File: src/rtl/data_bus_arb_pkg.sv
// -----------------------------------------------------------------------------
// data_bus_arb_pkg
// Shared types and constants for the core data-bus arbiter.
//   dbus_req_t   : request fields presented by one requester (addr/we/be/wdata)
//   dbus_rsp_t   : response fields returned from memory (rdata/err)
//   DBUS_LSU_IDX : requester index of the execute-stage load/store unit
//   ARB_*        : arbiter FSM state encodings
// -----------------------------------------------------------------------------
package data_bus_arb_pkg;

    typedef struct packed {
        logic [31:0] addr;
        logic        we;
        logic [3:0]  be;
        logic [31:0] wdata;
    } dbus_req_t;

    typedef struct packed {
        logic [31:0] rdata;
        logic        err;
    } dbus_rsp_t;

    localparam int DBUS_LSU_IDX = 0;

    // Arbiter FSM states
    localparam logic [0:0] ARB_IDLE   = 1'b0;  // nothing held, arbitrate freely
    localparam logic [0:0] ARB_LOCKED = 1'b1;  // sel_q presented, awaiting grant

endpackage

File: src/rtl/data_bus_arb_owner_fifo.sv
// -----------------------------------------------------------------------------
// arb_owner_fifo
// In-order FIFO of requester ids, one entry per accepted-but-unanswered
// transaction. The head is the owner of the next response to arrive.
//   clk_i, rst_i : clock, asynchronous active-high reset
//   push_i, id_i : enqueue id_i (taken when not full, or when popping this cycle)
//   pop_i        : dequeue head (ignored when empty)
//   head_o       : id at the head of the queue
//   full_o       : DEPTH entries held
//   empty_o      : no entries held
//   count_o      : number of entries held (0..DEPTH)
// -----------------------------------------------------------------------------
module arb_owner_fifo #(
    parameter int DEPTH = 2,
    parameter int ID_W  = 1
) (
    input  logic                     clk_i,
    input  logic                     rst_i,
    input  logic                     push_i,
    input  logic [ID_W-1:0]          id_i,
    input  logic                     pop_i,
    output logic [ID_W-1:0]          head_o,
    output logic                     full_o,
    output logic                     empty_o,
    output logic [$clog2(DEPTH):0]   count_o
);

    localparam int PTR_W = (DEPTH > 1) ? $clog2(DEPTH) : 1;
    localparam int CNT_W = $clog2(DEPTH) + 1;

    logic [ID_W-1:0]  mem_q [DEPTH];
    logic [ID_W-1:0]  mem_d [DEPTH];
    logic [PTR_W-1:0] wr_ptr_q, wr_ptr_d;
    logic [PTR_W-1:0] rd_ptr_q, rd_ptr_d;
    logic [CNT_W-1:0] cnt_q, cnt_d;

    logic do_push;
    logic do_pop;

    assign full_o  = (cnt_q == CNT_W'(DEPTH));
    assign empty_o = (cnt_q == '0);
    assign head_o  = mem_q[rd_ptr_q];
    assign count_o = cnt_q;

    assign do_pop  = pop_i && !empty_o;
    // A full queue still takes a push when the head leaves in the same cycle.
    assign do_push = push_i && (!full_o || do_pop);

    always_comb begin
        mem_d    = mem_q;
        wr_ptr_d = wr_ptr_q;
        rd_ptr_d = rd_ptr_q;
        cnt_d    = cnt_q;

        if (do_push) begin
            mem_d[wr_ptr_q] = id_i;
            wr_ptr_d = (wr_ptr_q == PTR_W'(DEPTH - 1)) ? '0 : wr_ptr_q + 1'b1;
        end
        if (do_pop) begin
            rd_ptr_d = (rd_ptr_q == PTR_W'(DEPTH - 1)) ? '0 : rd_ptr_q + 1'b1;
        end

        if (do_push && !do_pop) begin
            cnt_d = cnt_q + 1'b1;
        end else if (do_pop && !do_push) begin
            cnt_d = cnt_q - 1'b1;
        end
    end

    always_ff @(posedge clk_i or posedge rst_i) begin
        if (rst_i) begin
            for (int i = 0; i < DEPTH; i++) begin
                mem_q[i] <= '0;
            end
            wr_ptr_q <= '0;
            rd_ptr_q <= '0;
            cnt_q    <= '0;
        end else begin
            mem_q    <= mem_d;
            wr_ptr_q <= wr_ptr_d;
            rd_ptr_q <= rd_ptr_d;
            cnt_q    <= cnt_d;
        end
    end

endmodule

File: src/rtl/data_bus_arb.sv
// -----------------------------------------------------------------------------
// data_bus_arb
// Round-robin arbiter sharing the core data-memory port between NR_REQ
// requesters (index 0 = load/store unit, index 1 = debug/system-bus unit).
// A request presented but not yet granted is locked to its requester until
// granted or withdrawn. Accepted transactions are recorded in an owner FIFO so
// responses are routed back to their issuer in order.
//
// Handshake: a transfer happens in a cycle where data_req_o && data_gnt_i; the
// upstream m_gnt_o mirrors that cycle for the selected requester only. A
// response is one cycle of data_rvalid_i and is forwarded in the same cycle to
// the FIFO head as m_rvalid_o, with rdata/err qualified by it.
//
// Ports:
//   clk_i, rst_i          : clock, asynchronous active-high reset
//   m_req_i/addr/we/be/wdata : per-requester request fields (flattened vectors)
//   m_gnt_o, m_rvalid_o   : per-requester grant / response valid (one-hot or 0)
//   m_rdata_o, m_err_o    : broadcast response data/error
//   data_*                : downstream memory port
//   outst_cnt_o           : in-flight transaction count
//   proto_err_o           : sticky, response seen with nothing in flight
// -----------------------------------------------------------------------------
module data_bus_arb
    import data_bus_arb_pkg::*;
#(
    parameter int NR_REQ    = 2,
    parameter int MAX_OUTST = 2
) (
    input  logic                         clk_i,
    input  logic                         rst_i,
    input  logic [NR_REQ-1:0]            m_req_i,
    input  logic [NR_REQ*32-1:0]         m_addr_i,
    input  logic [NR_REQ-1:0]            m_we_i,
    input  logic [NR_REQ*4-1:0]          m_be_i,
    input  logic [NR_REQ*32-1:0]         m_wdata_i,
    output logic [NR_REQ-1:0]            m_gnt_o,
    output logic [NR_REQ-1:0]            m_rvalid_o,
    output logic [31:0]                  m_rdata_o,
    output logic                         m_err_o,
    output logic                         data_req_o,
    input  logic                         data_gnt_i,
    output logic [31:0]                  data_addr_o,
    output logic                         data_we_o,
    output logic [3:0]                   data_be_o,
    output logic [31:0]                  data_wdata_o,
    input  logic                         data_rvalid_i,
    input  logic [31:0]                  data_rdata_i,
    input  logic                         data_err_i,
    output logic [$clog2(MAX_OUTST):0]   outst_cnt_o,
    output logic                         proto_err_o
);

    localparam int SEL_W = $clog2(NR_REQ);
    localparam int CNT_W = $clog2(MAX_OUTST) + 1;

    logic [0:0]       state_q, state_d;
    logic [SEL_W-1:0] sel_q, sel_d;
    logic [SEL_W-1:0] rr_ptr_q, rr_ptr_d;
    logic             proto_err_q, proto_err_d;

    dbus_req_t        m_req_s [NR_REQ];
    dbus_req_t        sel_req;
    dbus_rsp_t        rsp;

    logic [SEL_W-1:0] rr_sel;
    logic             rr_hit;
    logic [SEL_W-1:0] cur_sel;
    logic             req_valid;
    logic             accept;
    logic             eligible;

    logic             fifo_pop;
    logic             fifo_full;
    logic             fifo_empty;
    logic [SEL_W-1:0] fifo_head;
    logic [CNT_W-1:0] fifo_cnt;

    // Unpack the flattened per-requester vectors into request structs.
    always_comb begin
        for (int i = 0; i < NR_REQ; i++) begin
            m_req_s[i].addr  = m_addr_i[i*32 +: 32];
            m_req_s[i].we    = m_we_i[i];
            m_req_s[i].be    = m_be_i[i*4 +: 4];
            m_req_s[i].wdata = m_wdata_i[i*32 +: 32];
        end
    end

    assign fifo_pop = data_rvalid_i && !fifo_empty;
    // A full owner FIFO blocks new requests unless its head retires this cycle.
    assign eligible = !fifo_full || fifo_pop;

    // First active request at or after rr_ptr_q, searching cyclically.
    always_comb begin
        rr_sel = rr_ptr_q;
        rr_hit = 1'b0;
        for (int i = 0; i < NR_REQ; i++) begin
            int idx;
            idx = int'(rr_ptr_q) + i;
            if (idx >= NR_REQ) begin
                idx = idx - NR_REQ;
            end
            if (!rr_hit && m_req_i[idx]) begin
                rr_hit = 1'b1;
                rr_sel = SEL_W'(idx);
            end
        end
    end

    always_comb begin
        state_d   = state_q;
        sel_d     = sel_q;
        rr_ptr_d  = rr_ptr_q;
        cur_sel   = sel_q;
        req_valid = 1'b0;

        case (state_q)
            ARB_IDLE: begin
                if (eligible && rr_hit) begin
                    cur_sel   = rr_sel;
                    req_valid = 1'b1;
                end
            end
            ARB_LOCKED: begin
                // Only the locked requester is considered; withdrawing its
                // request abandons the attempt without pushing anything.
                if (!m_req_i[sel_q]) begin
                    state_d = ARB_IDLE;
                end else if (eligible) begin
                    req_valid = 1'b1;
                end
            end
            default: begin
                state_d = ARB_IDLE;
            end
        endcase

        // Keep every output quiet while reset is held, even with requests up.
        if (rst_i) begin
            req_valid = 1'b0;
        end

        accept = req_valid && data_gnt_i;

        if (req_valid && !data_gnt_i) begin
            state_d = ARB_LOCKED;
            sel_d   = cur_sel;
        end
        if (accept) begin
            state_d  = ARB_IDLE;
            rr_ptr_d = (cur_sel == SEL_W'(NR_REQ - 1)) ? '0 : cur_sel + 1'b1;
        end

        proto_err_d = proto_err_q | (data_rvalid_i && fifo_empty);
    end

    always_ff @(posedge clk_i or posedge rst_i) begin
        if (rst_i) begin
            state_q     <= ARB_IDLE;
            sel_q       <= '0;
            rr_ptr_q    <= SEL_W'(DBUS_LSU_IDX);
            proto_err_q <= 1'b0;
        end else begin
            state_q     <= state_d;
            sel_q       <= sel_d;
            rr_ptr_q    <= rr_ptr_d;
            proto_err_q <= proto_err_d;
        end
    end

    arb_owner_fifo #(
        .DEPTH (MAX_OUTST),
        .ID_W  (SEL_W)
    ) u_owner_fifo (
        .clk_i   (clk_i),
        .rst_i   (rst_i),
        .push_i  (accept),
        .id_i    (cur_sel),
        .pop_i   (fifo_pop),
        .head_o  (fifo_head),
        .full_o  (fifo_full),
        .empty_o (fifo_empty),
        .count_o (fifo_cnt)
    );

    // Downstream request fields, zero when no request is presented.
    always_comb begin
        sel_req = m_req_s[cur_sel];
        if (!req_valid) begin
            sel_req = '0;
        end
    end

    assign data_req_o   = req_valid;
    assign data_addr_o  = sel_req.addr;
    assign data_we_o    = sel_req.we;
    assign data_be_o    = sel_req.be;
    assign data_wdata_o = sel_req.wdata;

    // Response pass-through, qualified by an actual pop.
    always_comb begin
        rsp = '0;
        if (fifo_pop) begin
            rsp.rdata = data_rdata_i;
            rsp.err   = data_err_i;
        end
    end

    assign m_rdata_o = rsp.rdata;
    assign m_err_o   = rsp.err;

    always_comb begin
        for (int i = 0; i < NR_REQ; i++) begin
            m_gnt_o[i]    = accept && (cur_sel == SEL_W'(i));
            m_rvalid_o[i] = fifo_pop && (fifo_head == SEL_W'(i));
        end
    end

    assign outst_cnt_o = fifo_cnt;
    assign proto_err_o = proto_err_q;

endmodule

File: config.mk
export PLATFORM = sky130hd
export DESIGN_NAME = data_bus_arb
export DESIGN_NICKNAME = d
export VERILOG_FILES = /design/src/rtl/data_bus_arb_pkg.sv /design/src/rtl/data_bus_arb_owner_fifo.sv /design/src/rtl/data_bus_arb.sv
export SDC_FILE = /design/constraint.sdc
export NUM_CORES = 1
export LEC_CHECK = 0
export CAP_MARGIN = 0
export CORE_AREA = 2 2 112 114
export DETAILED_ROUTE_END_ITERATION = 7
export DIE_AREA = 0 0 114 116
export REMOVE_ABC_BUFFERS = 1
export SLEW_MARGIN = 20
export SYNTH_ARGS = -nofsm -noshare
export SYNTH_HDL_FRONTEND = slang
export SYNTH_SLANG_ARGS = --single-unit
File: constraint.sdc
create_clock -name clk_i -period 6.1 [get_ports clk_i]
set_clock_uncertainty 0.05 [all_clocks]
set_input_delay 1.22 -clock clk_i [delete_from_list [all_inputs] [get_ports clk_i]]
set_output_delay 1.22 -clock clk_i [all_outputs]
set_load 0.03 [all_outputs]
==> impl_metrics.py <==
metrics = {
    "setup_path": {
        "reg2regPathDepth": 7,
        "critPathCaptureType": "primary output",
        "crit_top_cell": "clkdlybuf4s50_1",
        "arrival_ps": 4160,
        "critPathKind": "primary input to primary output",
        "startpoint": "data_rvalid_i",
        "cpLargestDelayFamily": "buffers and inverters",
        "cp_max_fo": 35,
        "start_kind": "primary input",
        "r2r_setup_slack_ps": 3850,
        "crit_required_ps": 4830,
        "crit_slowest_cell": "or3_2",
        "cp.depth": 7,
        "crit_buf_inv": 3,
        "crit_chain": "clkdlybuf4s50_1 > or3b_1 > nand2_1 > or3_2 > buf_4 > a21oi_1 > clkdlybuf4s50_1",
        "r2r_start": "u_owner_fifo.count_o[1]$_DFFE_PP0P_",
        "max_stage_delay_ps": 750,
    },
    "yosys": {
        "synthSimpleGateAreaFrac": 0.3343,
        "yosys_most_used_dff": "dfrtp_1",
        "yosys_warnings": 0,
        "synth-xor-area-share": 0.02075,
        "synth_top_family_by_area": "compound AO/OA/AOI/OAI gates",
        "synth_edf_count": 0,
        "synth_area_mm2": 0.002111,
        "syn_avg_cell_area_um2": 6.282,
        "synth-compound-area-share": 0.3574,
        "yosysTopAreaCell": "a21oi_1",
        "synthMostInstantiatedCell": "a21oi_1",
        "ys_top_cells_by_area": "a21oi_1, nand3_1, o21ai_0, dfrtp_1, and2_1",
        "ys_top_cells_by_count": "a21oi_1, nand3_1, o21ai_0",
        "muxShareOfSynthArea": 0.02430,
        "synthArstFlopShare": 1.000,
        "ys_ff_latch": 10,
        "synth_adder_area_share": 0.005928,
        "ys_types": 37,
        "syn_inst": 336,
        "synth_top_area_frac": 0.1683,
        "synth-seq-area-share": 0.1186,
    },
    "floorplanning": {
        "die_h_um": 116,
        "fp.dieW_um": 114,
        "core-area_mm2": 0.01191,
        "pin_count": 287,
        "start_util": 0.1772,
        "num_rows": 40,
        "dieArea_mm2": 0.01322,
    },
    "clocking": {
        "clk_path_buf_depth": 2,
        "root_buffer": "clkbuf_16",
        "ctsResizeCount": 0,
        "cts_tree": "built",
        "clkLatencyLatePin_ps": 230,
        "post-cts-setup-buffers": 0,
        "numCtsBuffers": 3,
        "path_clk_slew_ps": 40,
        "cts_hold_buffers": 0,
        "htree_num_levels": 1,
        "clock_sink_count": 10,
    },
    "timing": {
        "setup_viol": 0,
        "relSlewSlack": 0.5297,
        "hold_ws_ps": 405.5,
        "rsz0062_at_grt": "false",
        "timing.fmax_mhz": 184.0,
        "setup_tns_ps": 0,
        "tightest_slew_ps": 705.4,
        "hold_viol": 0,
        "finalCritPeriodShare": 0.8908,
        "slew_violations": 0,
        "fin_crit_ps": 5434,
    },
    "routing": {
        "vias_per_cell": 4.722,
        "remaining_drc_errors": 0,
        "initialDrtViolationCount": 277,
        "routed_wl_um": 12810,
        "routedWlPerCell_um": 17.31,
        "first_pass_iters": 5,
        "vias": 3494,
        "drtAntennaViolNets": 0,
    },
    "placed_design": {
        "placed_cell_area_mm2": 0.005009,
        "gp_congestion": 0.8715,
        "port_buffers": 286,
        "dpl.hpwl_um": 9876,
    },
    "layout": {
        "area_delta_synth_final_pct": 141.5,
        "nets": 772,
        "antenna_cells": 0,
        "register_area_um2": 250.2,
        "fill_cells": 1208,
        "drive_above_1_share": 0.04047,
        "postLayoutCellArea_mm2": 0.005097,
        "post-route-util": 0.4279,
        "multi_input_area_mm2": 0.001579,
    },
    "hold_path": {
        "min_from": "proto_err_o$_DFF_PP0_",
        "hold_path.class": "register to register",
        "hold_depth": 1,
    },
    "grt": {
        "grt_pass1_vias": 3296,
        "antenna_found_initial": 0,
        "gr-usage-all-layers": 0.1720,
        "grt.overflow.total": 0,
        "grt_max_degree": 60,
        "grt_first_pass_wirelength_um": 18310,
    },
    "outcome": {
        "status": "completed",
    },
    "power": {
        "peakVddDrop_mv": 0.1386,
        "cellLeakagePower_nw": 1.815,
        "pwr_density_cell_mw_per_mm2": 331.2,
    },
    "job": {
        "cap_violations": 0,
    },
}
report_power, final:
group	total [W]	internal [W]	switching, W
clock network	0.000128	0.0000984	0.0000295
registers	0.000126	0.0000964	0.0000294
logic	0.00143	0.000588	0.000847
total	0.00169	0.000783	0.000906
layer usage:
layer / vias to the layer above / GRT usage / routed length [um]
met5: - / 0 / 0
met4: 0 / 0.02033 / 140
met3: 12 / 0.03609 / 940
met2: 158 / 0.3087 / 6698
met1: 1610 / 0.2187 / 5028
li1: 1714 / - / -
path summary, 6_finish.rpt:
path / endpoint
setup / recovery: data_be_o[3]
hold / removal: proto_err_o$_DFF_PP0_
setup reg to reg: u_owner_fifo.count_o[1]$_DFFE_PP0P_
hold reg to reg: proto_err_o$_DFF_PP0_
max in group asynchronous: rr_ptr_q$_DFFE_PP0N_
min in group asynchronous: u_owner_fifo.mem_q[1]$_DFFE_PP0P_
through the flow:
| stage | setup WS, ps | total power [W] | instances |
|---|---|---|---|
| finish | 666.1 | 0.001688 | 740 |
| global route | 427.9 | 0.001803 | 740 |
| CTS | 672.1 | 0.001700 | 740 |
| detailed placement | 680.0 | 0.001565 | 736 |
| global placement | 733.3 | 0.001547 | 736 |
| floorplan | 1373 | 0.0009150 | 294 |
worst reg2reg max path: cells and delay by family, from the launching register on:
kind / cells / cell delay, ps
xor+xnor: 2 / 290
fa+ha+maj: 1 / 280
flops: 1 / 410
simple gates: 4 / 1110
cell families (layout without fill, tap and decap cells):
family,after synthesis,in the layout
fa+ha+maj,1,1
flops,10,10
buf+inv,46,303
xor+xnor,5,5
compound gates,145,145
mux,4,4
simple gates,125,125
state kept, by name, summed over array words and instances (netlist names):
signal	flops
u_owner_fifo.wr_ptr_q	1
sel_q	1
u_owner_fifo.count_o	2
rr_ptr_q	1
proto_err_o	1
u_owner_fifo.rd_ptr_q	1
u_owner_fifo.mem_q	2
state_q	1
layout by cell type, fill, tap and decap left out, types with 2 or more instances in the layout:
| master | count |
|---|---|
| xor2_1 | 3 |
| mux2_4 | 2 |
| clkbuf_16 | 3 |
| dfrtp_1 | 10 |
| nor2b_1 | 2 |
| clkdlybuf4s50_1 | 286 |
| buf_4 | 5 |
| nand3_1 | 69 |
| nor2_1 | 4 |
| buf_12 | 4 |
| xnor2_1 | 2 |
| a21oi_1 | 71 |
| inv_1 | 4 |
| and2_1 | 35 |
| nand2_1 | 2 |
| o21ai_0 | 69 |
final cells by class:
class / instances / share of cell area
multi-input combinational: 280 / 0.3098
inverter: 4 / 0.002946
timing repair buffer: 295 / 0.5847
tap: 147 / 0.03608
clock buffer: 4 / 0.01743
sequential: 10 / 0.04909
Note: power is estimated with default switching activity, not from simulation.
